### config.mk
export PLATFORM = sky130hd
export DESIGN_NAME = systolic_seq_ctrl
export DESIGN_NICKNAME = d
export VERILOG_FILES = /design/src/rtl/systolic_seq_ctrl.sv
export SDC_FILE = /design/constraint.sdc
export NUM_CORES = 1
export LEC_CHECK = 0
export CAP_MARGIN = 20
export CORE_MARGIN = 2
export CORE_UTILIZATION = 57
export DETAILED_ROUTE_END_ITERATION = 12
export PLACE_DENSITY = 0.95
export SLEW_MARGIN = 20
export SYNTH_ARGS = -nofsm -noshare
export SYNTH_HDL_FRONTEND = slang
export SYNTH_SLANG_ARGS = --single-unit
### constraint.sdc
create_clock -name clk -period 8.4 [get_ports clk]
set_input_delay 2.52 -clock clk [delete_from_list [all_inputs] [get_ports clk]]
set_output_delay 2.52 -clock clk [all_outputs]
set_load 0.005 [all_outputs]
### src/rtl/systolic_seq_ctrl.sv
// Beat sequencer for an N x N systolic MAC array: clears the PE accumulators, then walks
// K + 2(N-1) skewed operand beats, waits out the pipeline drain and pulses done.
module systolic_seq_ctrl #(
    parameter int N       = 4,
    parameter int KW      = 8,
    parameter int BEAT    = 6,
    parameter int CLR_CYC = 2,
    parameter int DRAIN   = 12
) (
    input  logic              clk,
    input  logic              rst,
    input  logic              start,
    input  logic [KW-1:0]     k_len,
    output logic              busy,
    output logic              done,
    output logic              pe_clr_n,
    output logic              beat_strobe,
    output logic [KW:0]       beat_idx,
    output logic [N-1:0]      skew_mask,
    output logic [N*KW-1:0]   a_addr,
    output logic [N*KW-1:0]   b_addr
);

    localparam int CMAX = (BEAT > CLR_CYC) ? ((BEAT > DRAIN) ? BEAT : DRAIN)
                                           : ((CLR_CYC > DRAIN) ? CLR_CYC : DRAIN);
    localparam int CW   = $clog2(CMAX + 1);
    localparam int BW   = KW + 1;
    localparam int TW   = KW + 2;

    localparam logic [CW-1:0] CLR_LAST   = CW'(CLR_CYC - 1);
    localparam logic [CW-1:0] BEAT_LAST  = CW'(BEAT - 1);
    localparam logic [CW-1:0] DRAIN_LAST = CW'(DRAIN - 1);
    localparam logic [TW-1:0] PROP_BEATS = TW'(2 * (N - 1));

    typedef enum logic [2:0] {
        S_IDLE,
        S_CLEAR,
        S_FEED,
        S_DRAIN,
        S_DONE
    } state_t;

    state_t              state_q, state_d;
    logic [CW-1:0]       cnt_q, cnt_d;
    logic [KW-1:0]       k_q, k_d;
    logic                busy_q, busy_d;
    logic                done_q, done_d;
    logic                clr_n_q, clr_n_d;
    logic                strobe_q, strobe_d;
    logic [BW-1:0]       beat_q, beat_d;
    logic [N-1:0]        mask_q, mask_d;
    logic [N*KW-1:0]     a_q, a_d;
    logic [N*KW-1:0]     b_q, b_d;

    logic [BW-1:0]       nxt_t;
    logic [N-1:0]        nxt_mask;
    logic [N*KW-1:0]     nxt_addr;
    logic                last_beat;

    // Row/column i sees operand k = t - i once the wavefront reaches it, for K beats.
    function automatic logic [N-1:0] live_mask(input logic [BW-1:0] t, input logic [KW-1:0] k);
        logic [BW-1:0] iv;
        live_mask = '0;
        for (int i = 0; i < N; i++) begin
            iv = BW'(i);
            live_mask[i] = (t >= iv) && ((t - iv) < {1'b0, k});
        end
    endfunction

    function automatic logic [N*KW-1:0] edge_addr(input logic [BW-1:0] t, input logic [N-1:0] m);
        logic [BW-1:0] d;
        edge_addr = '0;
        for (int i = 0; i < N; i++) begin
            d = t - BW'(i);
            if (m[i]) begin
                edge_addr[i*KW +: KW] = d[KW-1:0];
            end
        end
    endfunction

    assign nxt_t     = (state_q == S_FEED) ? beat_q + BW'(1) : '0;
    assign nxt_mask  = live_mask(nxt_t, k_q);
    assign nxt_addr  = edge_addr(nxt_t, nxt_mask);
    assign last_beat = ({1'b0, beat_q} + TW'(1)) == (TW'(k_q) + PROP_BEATS);

    always_comb begin
        state_d  = state_q;
        cnt_d    = cnt_q;
        k_d      = k_q;
        busy_d   = busy_q;
        done_d   = 1'b0;
        clr_n_d  = clr_n_q;
        strobe_d = 1'b0;
        beat_d   = beat_q;
        mask_d   = mask_q;
        a_d      = a_q;
        b_d      = b_q;
        case (state_q)
            S_IDLE: begin
                clr_n_d = 1'b1;
                busy_d  = 1'b0;
                if (start) begin
                    k_d     = k_len;
                    cnt_d   = '0;
                    clr_n_d = 1'b0;
                    busy_d  = 1'b1;
                    state_d = S_CLEAR;
                end
            end
            S_CLEAR: begin
                if (cnt_q == CLR_LAST) begin
                    cnt_d   = '0;
                    clr_n_d = 1'b1;
                    if (k_q == '0) begin
                        busy_d  = 1'b0;
                        done_d  = 1'b1;
                        state_d = S_DONE;
                    end else begin
                        strobe_d = 1'b1;
                        beat_d   = nxt_t;
                        mask_d   = nxt_mask;
                        a_d      = nxt_addr;
                        b_d      = nxt_addr;
                        state_d  = S_FEED;
                    end
                end else begin
                    cnt_d = cnt_q + CW'(1);
                end
            end
            S_FEED: begin
                if (cnt_q == BEAT_LAST) begin
                    cnt_d = '0;
                    if (last_beat) begin
                        beat_d  = '0;
                        mask_d  = '0;
                        a_d     = '0;
                        b_d     = '0;
                        state_d = S_DRAIN;
                    end else begin
                        strobe_d = 1'b1;
                        beat_d   = nxt_t;
                        mask_d   = nxt_mask;
                        a_d      = nxt_addr;
                        b_d      = nxt_addr;
                    end
                end else begin
                    cnt_d = cnt_q + CW'(1);
                end
            end
            S_DRAIN: begin
                if (cnt_q == DRAIN_LAST) begin
                    cnt_d   = '0;
                    busy_d  = 1'b0;
                    done_d  = 1'b1;
                    state_d = S_DONE;
                end else begin
                    cnt_d = cnt_q + CW'(1);
                end
            end
            S_DONE: begin
                state_d = S_IDLE;
            end
            default: begin
                state_d = S_IDLE;
            end
        endcase
    end

    always_ff @(posedge clk or negedge rst) begin
        if (!rst) begin
            state_q  <= S_IDLE;
            cnt_q    <= '0;
            k_q      <= '0;
            busy_q   <= 1'b0;
            done_q   <= 1'b0;
            clr_n_q  <= 1'b0;
            strobe_q <= 1'b0;
            beat_q   <= '0;
            mask_q   <= '0;
            a_q      <= '0;
            b_q      <= '0;
        end else begin
            state_q  <= state_d;
            cnt_q    <= cnt_d;
            k_q      <= k_d;
            busy_q   <= busy_d;
            done_q   <= done_d;
            clr_n_q  <= clr_n_d;
            strobe_q <= strobe_d;
            beat_q   <= beat_d;
            mask_q   <= mask_d;
            a_q      <= a_d;
            b_q      <= b_d;
        end
    end

    assign busy        = busy_q;
    assign done        = done_q;
    assign pe_clr_n    = clr_n_q;
    assign beat_strobe = strobe_q;
    assign beat_idx    = beat_q;
    assign skew_mask   = mask_q;
    assign a_addr      = a_q;
    assign b_addr      = b_q;

endmodule
==> impl_metrics.env, run 1 <==
export IMPL_synth_area_mm2=0.004636
export IMPL_ir_drop_uv=251.9
export IMPL_async_flop_share_pct=100.0
export IMPL_whs_ns=0.4834
export IMPL_initial_core_util_pct=59.38
export IMPL_r2r_start="state_q[1]$_DFFE_PN0P_"
export IMPL_grt_ovfl_total=0
export IMPL_grt_total_usage_pct=30.03
export IMPL_antenna_found_initial=0
export IMPL_synthToLayoutAreaGrowth_pct=21.13
export IMPL_post_cts_setup_buffers=0
export IMPL_layout_drive_gt1_share_pct=7.871
export IMPL_drtPass1Iterations=5
export IMPL_synthFlopType="dfrtp_1"
export IMPL_finalNetCount=603
export IMPL_cts_buffers=9
export IMPL_ctsResizeCount=0
export IMPL_rsz0062_at_grt="false"
export IMPL_start_kind="register"
export IMPL_tightest_slew_ns=0.8290
export IMPL_routed_wirelength_mm=12.59
export IMPL_cp_arrival_ns=1.63
export IMPL_worst_path_dominant_cell_family="flip-flops"
export IMPL_leakagePower_nw=2.436
export IMPL_io_pins=92
export IMPL_worstSetupPathType="register to primary output"
export IMPL_viasPerCell=6.123
export IMPL_clk_latency_ns=0.36
export IMPL_n_antenna_cell=0
export IMPL_r2r_end="b_addr[25]$_DFFE_PN0P_"
export IMPL_slew_violations=0
export IMPL_synth_avg_cell_area_um2=9.271
export IMPL_cp_endpoint="beat_idx[3]"
export IMPL_cp_buffers_inverters=1
export IMPL_ys_seq_area_share_pct=34.55
export IMPL_p_per_area_mw_per_mm2=410.5
export IMPL_drt_iter0_drc=278
export IMPL_synthesis_nets=549
export IMPL_hold_viol_final=0
export IMPL_die_area_mm2=0.008870
export IMPL_status="completed"
export IMPL_grt_pass1_wl_mm=20.21
export IMPL_row_count=32
export IMPL_slew_headroom_pct=44.36
export IMPL_cts_max_level=3
export IMPL_synth_edff_count=0
export IMPL_cap_viol_max_count=0
export IMPL_ys_warn_count=0
export IMPL_layout_min_cycle_time_ns=4.148
export IMPL_num_vias=4047
export IMPL_regToRegSetupSlack_ns=4.27
export IMPL_numClockSinks=64
export IMPL_gp_congestion=1.024
export IMPL_cts_hold_buf=0
export IMPL_ys_types=70
export IMPL_routedWlPerCell_um=19.05
export IMPL_ys_ff_latch=64
export IMPL_post_route_period_util_pct=49.38
export IMPL_max_freq_mhz=241.1
export IMPL_coreArea_mm2=0.007807
export IMPL_syn_inst=500
export IMPL_worst_slack_ns=4.252
export IMPL_cp_depth=1
export IMPL_clock_skew_ns=0.01127
export IMPL_tns_ns=0
export IMPL_io_buffers=91
export IMPL_grt_pass1_vias=3892
export IMPL_setup_viol=0
export IMPL_cts_clk_slew_worst_paths_ns=0.07
export IMPL_r2r_cells=15
export IMPL_hpwl_mm=9.540
export IMPL_drc_errors=0
export IMPL_dp_slack_ns=4.370
export IMPL_slowest_stage="dfrtp_1"
export IMPL_grt_max_degree=65
export IMPL_worst_path_largest_cell_delay_ns=0.67
export IMPL_min_path_type="register to register"
export IMPL_clk_path_buf_depth=2
export IMPL_cts_root_buf="clkbuf_8"
export IMPL_path_max_fanout=14
export IMPL_cts_tree="yes"
export IMPL_cp_end_kind="primary output"
export IMPL_die_y_um=94.18
export IMPL_cp_required_ns=5.88
export IMPL_hold_path_cell_count=1
export IMPL_path_cells="clkdlybuf4s50_1"
export IMPL_cp_startpoint="beat_idx[3]$_DFFE_PN0P_"
export IMPL_die_x_um=94.18
export IMPL_ant_nets=0
cell type report:
class / instances / area (um^2)
multi-input combinational: 353 / 2590
fill: 614 / 2192
inverter: 30 / 112.6
timing repair buffer: 96 / 943.4
sequential: 64 / 1602
clock buffer: 12 / 165.2
clock inverter: 4 / 75.07
tap: 102 / 127.6
synth_stat cells (3+ instances only):
cell,n,area [um^2]
a21o_1,3,22.52
a21oi_1,10,50.05
a22o_1,15,131.4
a311oi_1,3,26.28
a31oi_1,5,31.28
a32o_1,4,40.04
and2_1,3,18.77
buf_2,4,20.02
buf_4,33,247.7
buf_6,3,33.78
clkbuf_1,11,41.29
dfrtp_1,64,1602
ha_1,38,475.5
inv_1,29,108.9
nand2_1,61,229.0
nand2b_1,6,37.54
nand3_1,9,45.04
nand3_2,3,30.03
nand3b_1,4,30.03
nor2_1,25,93.84
nor2b_1,4,25.02
nor3_1,6,30.03
nor4_1,5,31.28
o211ai_1,3,22.52
o21a_1,5,37.54
o21ai_0,36,180.2
o21ai_1,8,40.04
o31ai_1,9,67.56
or3_1,3,18.77
xnor2_1,21,183.9
xnor3_1,3,67.56
xor2_1,12,105.1
registers in the layout, indices dropped and copies added, names as in the netlist:
name / count
b_addr: 32
beat_idx: 9
beat_strobe: 1
busy: 1
cnt_q: 4
done: 1
k_q: 8
pe_clr_n: 1
skew_mask: 4
state_q: 3
routing by layer:
| layer | up-vias | share of wire [%] | track usage [%] |
|---|---|---|---|
| met1 | 1946 | 39 | 37.68 |
| met2 | 209 | 50 | 50.00 |
| met4 | 0 | 2.7 | 11.71 |
| li1 | 1863 | - | - |
| met5 | - | 0 | 0 |
| met3 | 29 | 8.2 | 7.063 |
placed cells by master (no fill, tap or decap), drive strengths merged, types with 4 or more instances in the layout:
cell type	instances
nand2b	6
a22o	15
nand3b	4
nor2b	4
nor4	6
a32o	4
xnor2	21
dfrtp	64
o31ai	9
clkdlybuf4s50	90
a21oi	10
nor2	27
o21ai	46
inv	30
o21a	5
xor2	12
nand3	13
clkbuf	12
ha	38
nand2	61
nor3	6
a31oi	6
buf	6
stage by stage:
stage	utilization (%)	cell area (um^2)	cells	power (mW)
5_1_grt	71.92	5615	661	2.496
2_1_floorplan	-	4636	500	1.506
3_5_place_dp	68.85	5375	645	1.969
4_1_cts	71.92	5615	661	2.295
6_report	71.92	5615	661	2.305
3_3_place_gp	68.85	5375	645	1.905
worst min-delay path by stage:
stage	start	slack [ns]	end
finish	skew_mask[1]$_DFFE_PN0P_	0.48	skew_mask[1]$_DFFE_PN0P_
global placement	skew_mask[1]$_DFFE_PN0P_	0.46	skew_mask[1]$_DFFE_PN0P_
floorplan	cnt_q[3]$_DFFE_PN0P_	0.47	cnt_q[3]$_DFFE_PN0P_
global route	skew_mask[1]$_DFFE_PN0P_	0.51	skew_mask[1]$_DFFE_PN0P_
detailed placement	skew_mask[1]$_DFFE_PN0P_	0.47	skew_mask[1]$_DFFE_PN0P_
CTS	skew_mask[1]$_DFFE_PN0P_	0.49	skew_mask[1]$_DFFE_PN0P_
kinds of logic (layout without fill, tap and decap cells):
family | Yosys count | in the layout | synth area share [%]
AOI/OAI and AO/OA | 124 | 124 | 19.19
xor gates and xnor gates | 36 | 36 | 7.692
adders and majority gates | 39 | 39 | 10.47
buffers and inverters | 83 | 142 | 10.04
DFF | 64 | 64 | 34.55
muxes | 3 | 3 | 0.7017
and+or+nand+nor | 151 | 151 | 17.36
report_power, final:
group | total [mW] | internal [mW] | switching [mW] | leakage, nW
clock | 0.315 | 0.191 | 0.124 | 0.115
combinational | 1.46 | 0.663 | 0.795 | 1.48
sequential | 0.533 | 0.408 | 0.124 | 0.844
Note: power is estimated with default switching activity, not from simulation.
==> inputs of run 2 (changes only) <==
CORE_UTILIZATION = 53   (was 57)
PLACE_DENSITY = 0.93   (was 0.95)
clock period = 4.3 ns   (was 8.4 ns; I/O delays follow)
==> run 2 against run 1 <==
  * Register-to-register slack got worse by 4.0 ns
  * Sequential share of layout area decreased by 0.076 points
  * Sequential power increased by 97%
  * Highest routed layer unchanged
==> impl_metrics.env, run 2 (synthesis gave the netlist of run 1 again) <==
export IMPL_worstSetupPathType="register to register"
export IMPL_viasPerCell=6.085
export IMPL_cp_end_kind="register"
export IMPL_io_buffers=91
export IMPL_worst_path_dominant_cell_family="simple AND/OR/NAND/NOR gates"
export IMPL_grt_total_usage_pct=28.67
export IMPL_io_pins=92
export IMPL_p_int_mw=2.414
export IMPL_cp_depth=14
export IMPL_gp_congestion=1.022
export IMPL_rsz0062_at_grt="false"
export IMPL_clk_path_buf_depth=2
export IMPL_tns_ns=0
export IMPL_die_area_mm2=0.009511
export IMPL_cp_arrival_ns=4.26
export IMPL_clk_latency_ns=0.35
export IMPL_power_frac_seq_pct=23.4
export IMPL_ant_nets=0
export IMPL_grt_pass1_vias=3959
export IMPL_min_path_type="register to register"
export IMPL_row_count=34
export IMPL_final_common_cell="clkdlybuf4s50_1"
export IMPL_die_y_um=97.53
export IMPL_fill_cells=707
export IMPL_grt_ovfl_total=0
export IMPL_leakagePower_nw=2.450
export IMPL_die_x_um=97.53
export IMPL_path_cells="ha_1 -> xor2_1 -> nand2_1 -> inv_1 -> or3_1 -> nand2b_1 -> o21ai_1 -> o21a_1 -> inv_1 -> ha_1 -> or4_4 -> a31oi_4 -> o2111ai_4 -> o21ai_1"
export IMPL_cts_max_level=3
export IMPL_tightest_slew_ns=0.7782
export IMPL_cts_buffers=9
export IMPL_routedWlPerCell_um=19.77
export IMPL_r2r_cells=14
export IMPL_ctsResizeCount=0
export IMPL_numClockSinks=64
export IMPL_hpwl_mm=10.03
export IMPL_slew_violations=0
export IMPL_combPwrFrac_pct=64.6
export IMPL_cp_required_ns=4.57
export IMPL_path_max_fanout=9
export IMPL_grt_pass1_wl_mm=21.45
export IMPL_cts_hold_buf=0
export IMPL_p_per_area_mw_per_mm2=798.7
export IMPL_drc_errors=0
export IMPL_hold_viol_final=0
export IMPL_finalNetCount=609
export IMPL_drtPass1Iterations=4
export IMPL_clock_skew_ns=0.01566
export IMPL_antenna_found_initial=0
export IMPL_layout_min_cycle_time_ns=3.991
export IMPL_max_freq_mhz=250.6
export IMPL_start_kind="register"
export IMPL_switching_share_pct=46.33
export IMPL_cts_tree="yes"
export IMPL_grt_max_degree=49
export IMPL_cts_root_buf="clkbuf_8"
export IMPL_cap_viol_max_count=0
export IMPL_layout_drive_gt1_share_pct=8.319
export IMPL_synthToLayoutAreaGrowth_pct=21.46
export IMPL_whs_ns=0.4917
export IMPL_coreArea_mm2=0.008593
export IMPL_worst_path_largest_cell_delay_ns=0.54
export IMPL_num_vias=4095
export IMPL_netSwitchingPower_mw=2.083
export IMPL_post_route_period_util_pct=92.81
export IMPL_routed_wirelength_mm=13.30
export IMPL_drt_iter0_drc=214
export IMPL_initial_core_util_pct=53.95
export IMPL_most_common_layout_cells="clkdlybuf4s50_1, dfrtp_1, nand2_1"
export IMPL_slew_headroom_pct=48.12
export IMPL_cp_buffers_inverters=2
export IMPL_setup_viol=0
export IMPL_post_cts_setup_buffers=0
export IMPL_slowest_stage="or4_4"
export IMPL_cts_clk_slew_worst_paths_ns=0.07
export IMPL_largest_reg_flops=32
export IMPL_hold_path_cell_count=1
export IMPL_power_clock_fraction_pct=12.0
export IMPL_p_total_mw=4.497
export IMPL_ir_drop_uv=380.4
export IMPL_n_antenna_cell=0
export IMPL_status="completed"
[run 2: cell count changes in the layout (fill, tap and decap cells not counted)]
cell        change
buf_4           +7
clkbuf_1        +3
buf_2           -1
bufinv_16       -1
clkbuf_8        -1
clkinvlp_4      -1
[run 2: metal layers]
layer	wire length (um)	GRT usage (%)	part of all wire, %
met2	6425	47.37	48
met1	5613	38.38	42
met4	323	8.761	2.4
met5	0	0	0
met3	941	5.324	7.1
[run 2: worst paths after layout]
check / start / end / slack, ns
max: beat_idx[0]$_DFFE_PN0P_ / b_addr[24]$_DFFE_PN0P_ / 0.31
min: skew_mask[1]$_DFFE_PN0P_ / skew_mask[1]$_DFFE_PN0P_ / 0.49
max in group asynchronous: rst / beat_idx[2]$_DFFE_PN0P_ / 2.67
min reg2reg: skew_mask[1]$_DFFE_PN0P_ / skew_mask[1]$_DFFE_PN0P_ / 0.49
min in group asynchronous: rst / beat_strobe$_DFF_PN0_ / 0.94
max reg2reg: beat_idx[0]$_DFFE_PN0P_ / b_addr[24]$_DFFE_PN0P_ / 0.31
[run 2: metrics by stage]
| stage | area [um^2] | cells | setup WS [ns] | utilization (%) |
|---|---|---|---|---|
| 3_5_place_dp | 5428 | 657 | 0.4140 | 63.16 |
| 2_1_floorplan | 4636 | 500 | 0.6306 | - |
| 3_3_place_gp | 5428 | 657 | 0.6019 | 63.16 |
| 4_1_cts | 5628 | 673 | 0.3608 | 65.49 |
| 5_1_grt | 5630 | 673 | 0.09775 | 65.52 |
| 6_report | 5630 | 673 | 0.3092 | 65.52 |
[run 2: area by class of cell]
cell class	count	area [um^2]	share of cell area (%)
Sequential cell	64	1602	28.44
Tap cell	108	135.1	2.400
Clock inverter	2	37.54	0.6667
Inverter	30	112.6	2.000
Clock buffer	14	162.7	2.889
Timing Repair Buffer	102	991.0	17.60
Multi-Input combinational cell	353	2590	46.00
[run 2: worst register-to-register path: cells and delay by family, from the launching register on]
| kind | cells | cell delay (ns) |
|---|---|---|
| flip-flops | 1 | 0.48 |
| buffers and inverters | 2 | 0.29 |
| AO/OA/AOI/OAI | 5 | 0.95 |
| adder cells (fa/ha/maj) | 2 | 0.53 |
| XOR/XNOR | 1 | 0.21 |
| AND/OR/NAND/NOR | 4 | 1.45 |
[run 2: power by group through the flow]
stage / sequential, mW / combinational [mW] / clock (mW)
2_1_floorplan: 0.972 / 1.97 / 0
3_3_place_gp: 1.04 / 2.76 / 0
3_5_place_dp: 1.06 / 2.85 / 0
4_1_cts: 1.05 / 2.87 / 0.546
5_1_grt: 1.09 / 3.18 / 0.570
6_report: 1.05 / 2.91 / 0.540
